--- config.mk ---
export PLATFORM = sky130hd
export DESIGN_NAME = jtframe_lfbuf_ctrl
export DESIGN_NICKNAME = d
export VERILOG_FILES = /design/src/rtl/jtframe_lfbuf_ctrl.sv
export SDC_FILE = /design/constraint.sdc
export NUM_CORES = 1
export LEC_CHECK = 0
export ABC_CLOCK_PERIOD_IN_PS = 2000
export BUFFER_PORTS_ARGS = -buffer_cell sky130_fd_sc_hd__clkbuf_2
export CORE_MARGIN = 1
export CORE_UTILIZATION = 50
export CTS_BUF_LIST = sky130_fd_sc_hd__clkbuf_2 sky130_fd_sc_hd__clkbuf_4 sky130_fd_sc_hd__clkbuf_8
export DETAILED_ROUTE_END_ITERATION = 10
export HOLD_SLACK_MARGIN = 0.12
export PLACE_DENSITY = 0.82
export SLEW_MARGIN = 20
export SYNTH_ARGS = -nofsm -noshare
export SYNTH_HDL_FRONTEND = slang
export SYNTH_SLANG_ARGS = --single-unit
--- constraint.sdc ---
create_clock -name clk -period 2 [get_ports clk]
set_input_delay 0.2 -clock clk [delete_from_list [all_inputs] [get_ports clk]]
set_output_delay 0.2 -clock clk [all_outputs]
set_load 0.02 [all_outputs]
--- src/rtl/jtframe_lfbuf_ctrl.sv ---
// Line-frame buffer controller: dumps the collected line to external memory,
// reads the display line back into the screen buffer, then clears the collect buffer.
module jtframe_lfbuf_ctrl #(
    parameter int DW   = 16,
    parameter int VW   = 8,
    parameter int HW   = 9,
    parameter int HLEN = 256
) (
    input  logic              clk,
    input  logic              rst,
    input  logic              lhbl,
    input  logic [VW-1:0]     vrender,
    input  logic              frame,
    input  logic [VW-1:0]     ln_v,
    output logic              line,
    output logic [HW-1:0]     fb_addr,
    input  logic [15:0]       fb_din,
    output logic              fb_clr,
    output logic              fb_done,
    output logic [HW-1:0]     rd_addr,
    output logic [15:0]       fb_dout,
    output logic              scr_we,
    output logic [VW+HW:0]    mem_addr,
    output logic [15:0]       mem_din,
    input  logic [15:0]       mem_dout,
    output logic              mem_req,
    output logic              mem_we,
    input  logic              mem_ack,
    output logic              ovr
);

    // state    | meaning
    // ST_IDLE  | waiting for the lhbl falling edge
    // ST_WRITE | copy collect buffer to memory {frame,ln_v,c}
    // ST_READ  | copy memory {~frame,vrender,c} to the screen buffer
    // ST_CLEAR | wipe collect buffer, one word per cycle
    // ST_DONE  | single-cycle fb_done pulse
    typedef enum logic [2:0] {ST_IDLE, ST_WRITE, ST_READ, ST_CLEAR, ST_DONE} state_t;
    typedef enum logic [1:0] {PH_ADDR, PH_CAPT, PH_WAIT} phase_t;

    localparam logic [HW-1:0] C_LAST = HW'(HLEN - 1);
    localparam logic [15:0]   D_MASK = 16'hffff >> (16 - DW);

    state_t            state, state_nx;
    phase_t            phase, phase_nx;
    logic [HW-1:0]     c, c_nx;
    logic              lhbl_l;
    logic              trig, c_last;
    logic              line_nx, ovr_nx, mem_req_nx, mem_we_nx, scr_we_nx;
    logic [VW+HW:0]    mem_addr_nx;
    logic [15:0]       mem_din_nx, fb_dout_nx;
    logic [HW-1:0]     rd_addr_nx;

    assign trig    = lhbl_l & ~lhbl;
    assign c_last  = c == C_LAST;
    assign fb_addr = c;
    assign fb_clr  = state == ST_CLEAR;
    // A trigger landing on the DONE cycle is an overrun, so the pulse is withheld
    assign fb_done = (state == ST_DONE) & ~trig;

    always_comb begin
        state_nx    = state;
        phase_nx    = phase;
        c_nx        = c;
        line_nx     = line;
        ovr_nx      = ovr;
        mem_req_nx  = mem_req;
        mem_we_nx   = mem_we;
        mem_addr_nx = mem_addr;
        mem_din_nx  = mem_din;
        fb_dout_nx  = fb_dout;
        rd_addr_nx  = rd_addr;
        scr_we_nx   = 1'b0;
        case (state)
            ST_WRITE: begin
                case (phase)
                    PH_ADDR: phase_nx = PH_CAPT;
                    PH_CAPT: begin
                        mem_din_nx  = fb_din & D_MASK;
                        mem_req_nx  = 1'b1;
                        mem_we_nx   = 1'b1;
                        mem_addr_nx = {frame, ln_v, c};
                        phase_nx    = PH_WAIT;
                    end
                    default: if (mem_ack) begin
                        mem_req_nx = 1'b0;
                        mem_we_nx  = 1'b0;
                        phase_nx   = PH_ADDR;
                        if (c_last) begin
                            state_nx = ST_READ;
                            c_nx     = '0;
                        end else begin
                            c_nx = c + 1'b1;
                        end
                    end
                endcase
            end
            ST_READ: begin
                if (phase == PH_WAIT) begin
                    if (mem_ack) begin
                        mem_req_nx = 1'b0;
                        fb_dout_nx = mem_dout & D_MASK;
                        rd_addr_nx = c;
                        scr_we_nx  = 1'b1;
                        phase_nx   = PH_ADDR;
                        if (c_last) begin
                            state_nx = ST_CLEAR;
                            c_nx     = '0;
                        end else begin
                            c_nx = c + 1'b1;
                        end
                    end
                end else begin
                    mem_req_nx  = 1'b1;
                    mem_we_nx   = 1'b0;
                    mem_addr_nx = {~frame, vrender, c};
                    phase_nx    = PH_WAIT;
                end
            end
            ST_CLEAR: begin
                if (c_last) begin
                    state_nx = ST_DONE;
                    c_nx     = '0;
                end else begin
                    c_nx = c + 1'b1;
                end
            end
            ST_DONE: state_nx = ST_IDLE;
            default: ;
        endcase
        // Restart overrides everything, including an ack seen in this same cycle
        if (trig) begin
            state_nx   = ST_WRITE;
            phase_nx   = PH_ADDR;
            c_nx       = '0;
            mem_req_nx = 1'b0;
            mem_we_nx  = 1'b0;
            scr_we_nx  = 1'b0;
            line_nx    = ~line;
            if (state != ST_IDLE) ovr_nx = 1'b1;
        end
    end

    always_ff @(posedge clk) begin
        if (rst) begin
            state    <= ST_IDLE;
            phase    <= PH_ADDR;
            c        <= '0;
            lhbl_l   <= 1'b0;
            line     <= 1'b0;
            ovr      <= 1'b0;
            mem_req  <= 1'b0;
            mem_we   <= 1'b0;
            mem_addr <= '0;
            mem_din  <= '0;
            fb_dout  <= '0;
            rd_addr  <= '0;
            scr_we   <= 1'b0;
        end else begin
            state    <= state_nx;
            phase    <= phase_nx;
            c        <= c_nx;
            lhbl_l   <= lhbl;
            line     <= line_nx;
            ovr      <= ovr_nx;
            mem_req  <= mem_req_nx;
            mem_we   <= mem_we_nx;
            mem_addr <= mem_addr_nx;
            mem_din  <= mem_din_nx;
            fb_dout  <= fb_dout_nx;
            rd_addr  <= rd_addr_nx;
            scr_we   <= scr_we_nx;
        end
    end

endmodule

==> impl_results.rst <==
.. list-table::
   :header-rows: 1

   * - Metric
     - Value
   * - Final Max Slew Viols
     - 0
   * - Site Rows
     - 28
   * - Static leakage power
     - 0.00189 uW
   * - Dominant synthesized flop cell
     - dfxtp_1
   * - Share of the synthesized netlist area taken by xor and xnor gates
     - under 10%
   * - Post-layout min period
     - 1.90 ns
   * - Share of synthesized flip-flops with an asynchronous set or reset
     - 0%
   * - Outcome
     - completed
   * - Worst path arrival time
     - 2.17 ns
   * - Number of H-tree levels
     - 3
   * - Number of placed I/O pins
     - roughly 130
   * - Post-detailed-placement cell area
     - between 3000 and 4000 um2
   * - Kind of path behind the tightest hold check
     - in2reg
   * - Post-Route Utilization
     - 72.4%
   * - Number of standard cells in the final layout excluding fillers
     - approximately 620
   * - Effective utilization at floorplan
     - between 50% and 60%
   * - CTS Root Cell
     - clkbuf_8
   * - Count of clock tree sinks
     - 79
   * - Routed via count
     - approximately 3300
   * - Pre-CTS setup slack
     - approximately 0.16 ns
   * - Clock insertion delay at the later pin of the skew report
     - about 0.34 ns
   * - Crit Path Class
     - reg2reg
   * - Synth Net Count
     - 447
   * - DP Cell Count
     - approximately 570
   * - Synth top area cells
     - dfxtp_1 (49%), a21oi_1 (11%), nand2_1 (11%)
   * - Clock buffer depth
     - 2
   * - Diode insertion count for antenna repair
     - 0
   * - Synthesized-area fraction occupied by ao, oa, aoi and oai cells
     - roughly 18%
   * - Areal power density over the cells
     - 671 nW/um2
   * - Overall fraction of global-route tracks in use
     - 26.3%
   * - Required time worst endpoint
     - 2.28 ns
   * - Multiplexer share of the synthesized area
     - 1.00%
   * - Maximum clock frequency
     - about 530 MHz
   * - Final worst slack
     - 0.105 ns
   * - Number of distinct library cells after synthesis
     - 45
   * - Antenna violation net count after detailed routing
     - 0
   * - Synth-to-layout area growth
     - 36.2%
   * - Max Cap Violations
     - 0
   * - Std-Cell Core Area
     - between 6000 and 7000 um2
   * - Number of global-route vias before repair
     - roughly 2900
   * - Average footprint of a synthesized cell
     - between 8 and 9 um2
   * - Number of synthesized flops with an enable pin
     - 0
   * - Number of buffers inserted by port buffering
     - 127
   * - First-pass GRT wire length
     - approximately 13 mm
   * - Average wire length per cell after detail routing
     - approximately 15 um
   * - Post-synthesis cell type with the largest combined area
     - dfxtp_1
   * - CP Launch Type
     - register
   * - DRC violation total after the first TritonRoute iteration
     - approximately 210
   * - Peak VDD IR
     - between 0.5 and 0.6 mV
   * - Dominant combinational cell family by area after synthesis
     - simple AND/OR/NAND/NOR gates
   * - Fin crit share
     - a little over nine tenths
   * - Post-Synthesis Cells
     - a little under 400
   * - Synth warn
     - 0
   * - DIE AREA
     - between 6000 and 7000 um2
   * - Number of antenna violations at the first check in global routing
     - 0
   * - Total of endpoints with negative setup slack in the final report
     - 0
   * - Average via count per standard cell
     - 5.30
   * - Post-Layout Inst Area
     - approximately 4400 um2
   * - Clock Skew
     - between 0.005 and 0.006 ns
   * - Fraction of synthesized cell area taken by the top area cell type
     - between 40 and 50%
   * - Largest net degree at the start of global routing
     - 37
   * - Number of detailed-route iterations in the first pass
     - 4
   * - Relative slew slack
     - about three fifths
   * - Number of hold-slack violations in the final timing report
     - 0
   * - Final estimated routing congestion in global placement
     - about 0.80
   * - Accumulated negative setup slack
     - 0 ns
   * - Critical Path End Type
     - register
   * - Cts bufs inserted
     - 9
   * - Most frequent standard cell in the layout excluding fill and tap cells
     - clkbuf_2
   * - Filler Cells Inserted
     - between 400 and 500
   * - Synthesized area
     - ~3200 um2
   * - Worst-path fanout max
     - 14
   * - Fraction of final layout cells with drive strength greater than 1
     - between 30% and 40%
   * - Number of synthesized register bits
     - 79
   * - Share of the yosys chip area belonging to registers
     - about half
   * - Die extent in x
     - 82.5 um
   * - Post-synthesis simple-gate area fraction
     - 23.2%
   * - RSZ-0062 raised after global routing
     - no
   * - Routed WL
     - roughly 9.0 mm
   * - Leading cell types in the layout, fill and taps excluded
     - clkbuf_2 (127), nand2_1 (91), dfxtp_1 (78), a21oi_1 (69), dlygate4sd3_1 (33)
   * - Die height
     - 82.5 um
   * - Nets@finish
     - slightly below 600
   * - Worst-path clk slew
     - approximately 0.08 ns
   * - Residual overflow from global routing
     - 0
   * - Transition time of the tightest slew-check pin
     - between 0.5 and 0.6 ns
   * - TritonCTS clock tree
     - built
   * - Post-detailed-placement half-perimeter wirelength
     - just under 6 mm
   * - Synthesized-area fraction occupied by adder cells
     - less than 1%
   * - DRC viols
     - 0
## layout make-up
cell class / instances / area, um2 / area share (%)
inverters: 12 / 45.0 / 1.02
clock buffers: 10 / 138 / 3.12
clock inverters: 6 / 60.1 / 1.36
well taps: 75 / 93.8 / 2.13
repair buffers: 176 / 1090 / 24.6
flip-flops and latches: 79 / 1580 / 35.9
multi-input cells: 265 / 1410 / 31.9
## registers in the layout, indices dropped and copies added, names as in the netlist
register  cells
mem_addr     18
mem_din      16
fb_addr       9
lhbl_l        1
state         3
rd_addr       9
mem_req       1
line          1
mem_we        1
fb_dout      16
scr_we        1
phase         2
ovr           1
## per-stage QoR
| step | power, uW | hold slack (ns) |
|---|---|---|
| 3_5_place_dp | 1780 | 0.430 |
| 4_1_cts | 2980 | 0.125 |
| 3_3_place_gp | 1780 | 0.423 |
| 5_1_grt | 3080 | 0.124 |
| 2_1_floorplan | 1700 | 0.328 |
| 6_report | 2960 | 0.133 |
## logic make-up (layout without fill, tap and decap cells)
family | Yosys count | in the layout
compound gates | 98 | 98
xor+xnor | 4 | 4
fa+ha+maj | 1 | 1
buf+inv | 49 | 204
flops | 79 | 79
mux | 3 | 3
simple gates | 159 | 159
## critical path, cell delays in order (launching register included)
cell     delay [ns]
dfxtp_1        0.62
nand3_1        0.17
a31o_2         0.37
or4_1          0.51
a21oi_1        0.16
## cells in the mapped netlist (2+ instances only)
| cell type | number |
|---|---|
| mux2_2 | 2 |
| and3_1 | 2 |
| o221a_2 | 8 |
| buf_2 | 6 |
| nand3_1 | 8 |
| or3_1 | 4 |
| nor3_1 | 17 |
| inv_1 | 12 |
| nor2b_1 | 4 |
| nor2_1 | 11 |
| o21a_1 | 2 |
| o21ai_0 | 7 |
| buf_6 | 2 |
| xnor2_1 | 2 |
| o22ai_1 | 2 |
| a211oi_1 | 2 |
| or4_1 | 3 |
| dfxtp_1 | 79 |
| and2_1 | 2 |
| buf_4 | 12 |
| clkbuf_1 | 17 |
| a21oi_1 | 69 |
| and4_1 | 2 |
| xor2_1 | 2 |
| o31ai_1 | 3 |
| nand2_1 | 91 |
| nand2b_1 | 4 |
## what timing repair did
item                                   4_1_cts  5_1_grt
setup endpoints to repair                    1        1
pin swaps                                    0        0
hold buffers                                33        0
gates resized for setup                      1        0
endpoints found under the hold margin       33        0
buffers inserted                             0        2
## path summary, 6_finish.rpt
check | from | to | slack [ns] | cells after the start
worst max register to register | state[0] | fb_addr[7] | 0.10 | 4
worst min-delay path | ln_v[0] | mem_addr[9] | 0.13 | 2
worst max-delay path | state[0] | fb_addr[7] | 0.10 | 4
worst min register to register | mem_din[5] | mem_din[5] | 0.46 | 2
## power by group
group	internal (uW)	leakage [uW]	switching (uW)	total [uW]
logic	112	0.00115	94.0	206
clock network	603	0.0000981	555	1160
registers	1580	0.000637	12.3	1600
## metal layers
| layer | part of all wire, % | up-vias | GRT usage, % |
|---|---|---|---|
| met3 | 8.0 | 19 | 6.81 |
| met2 | 48 | 157 | 44.6 |
| met5 | 0 | - | 0 |
| met4 | 2.1 | 0 | 13.4 |
| met1 | 42 | 1492 | 30.6 |
| li1 | - | 1635 | - |
Power figures use the tool's default switching activity.
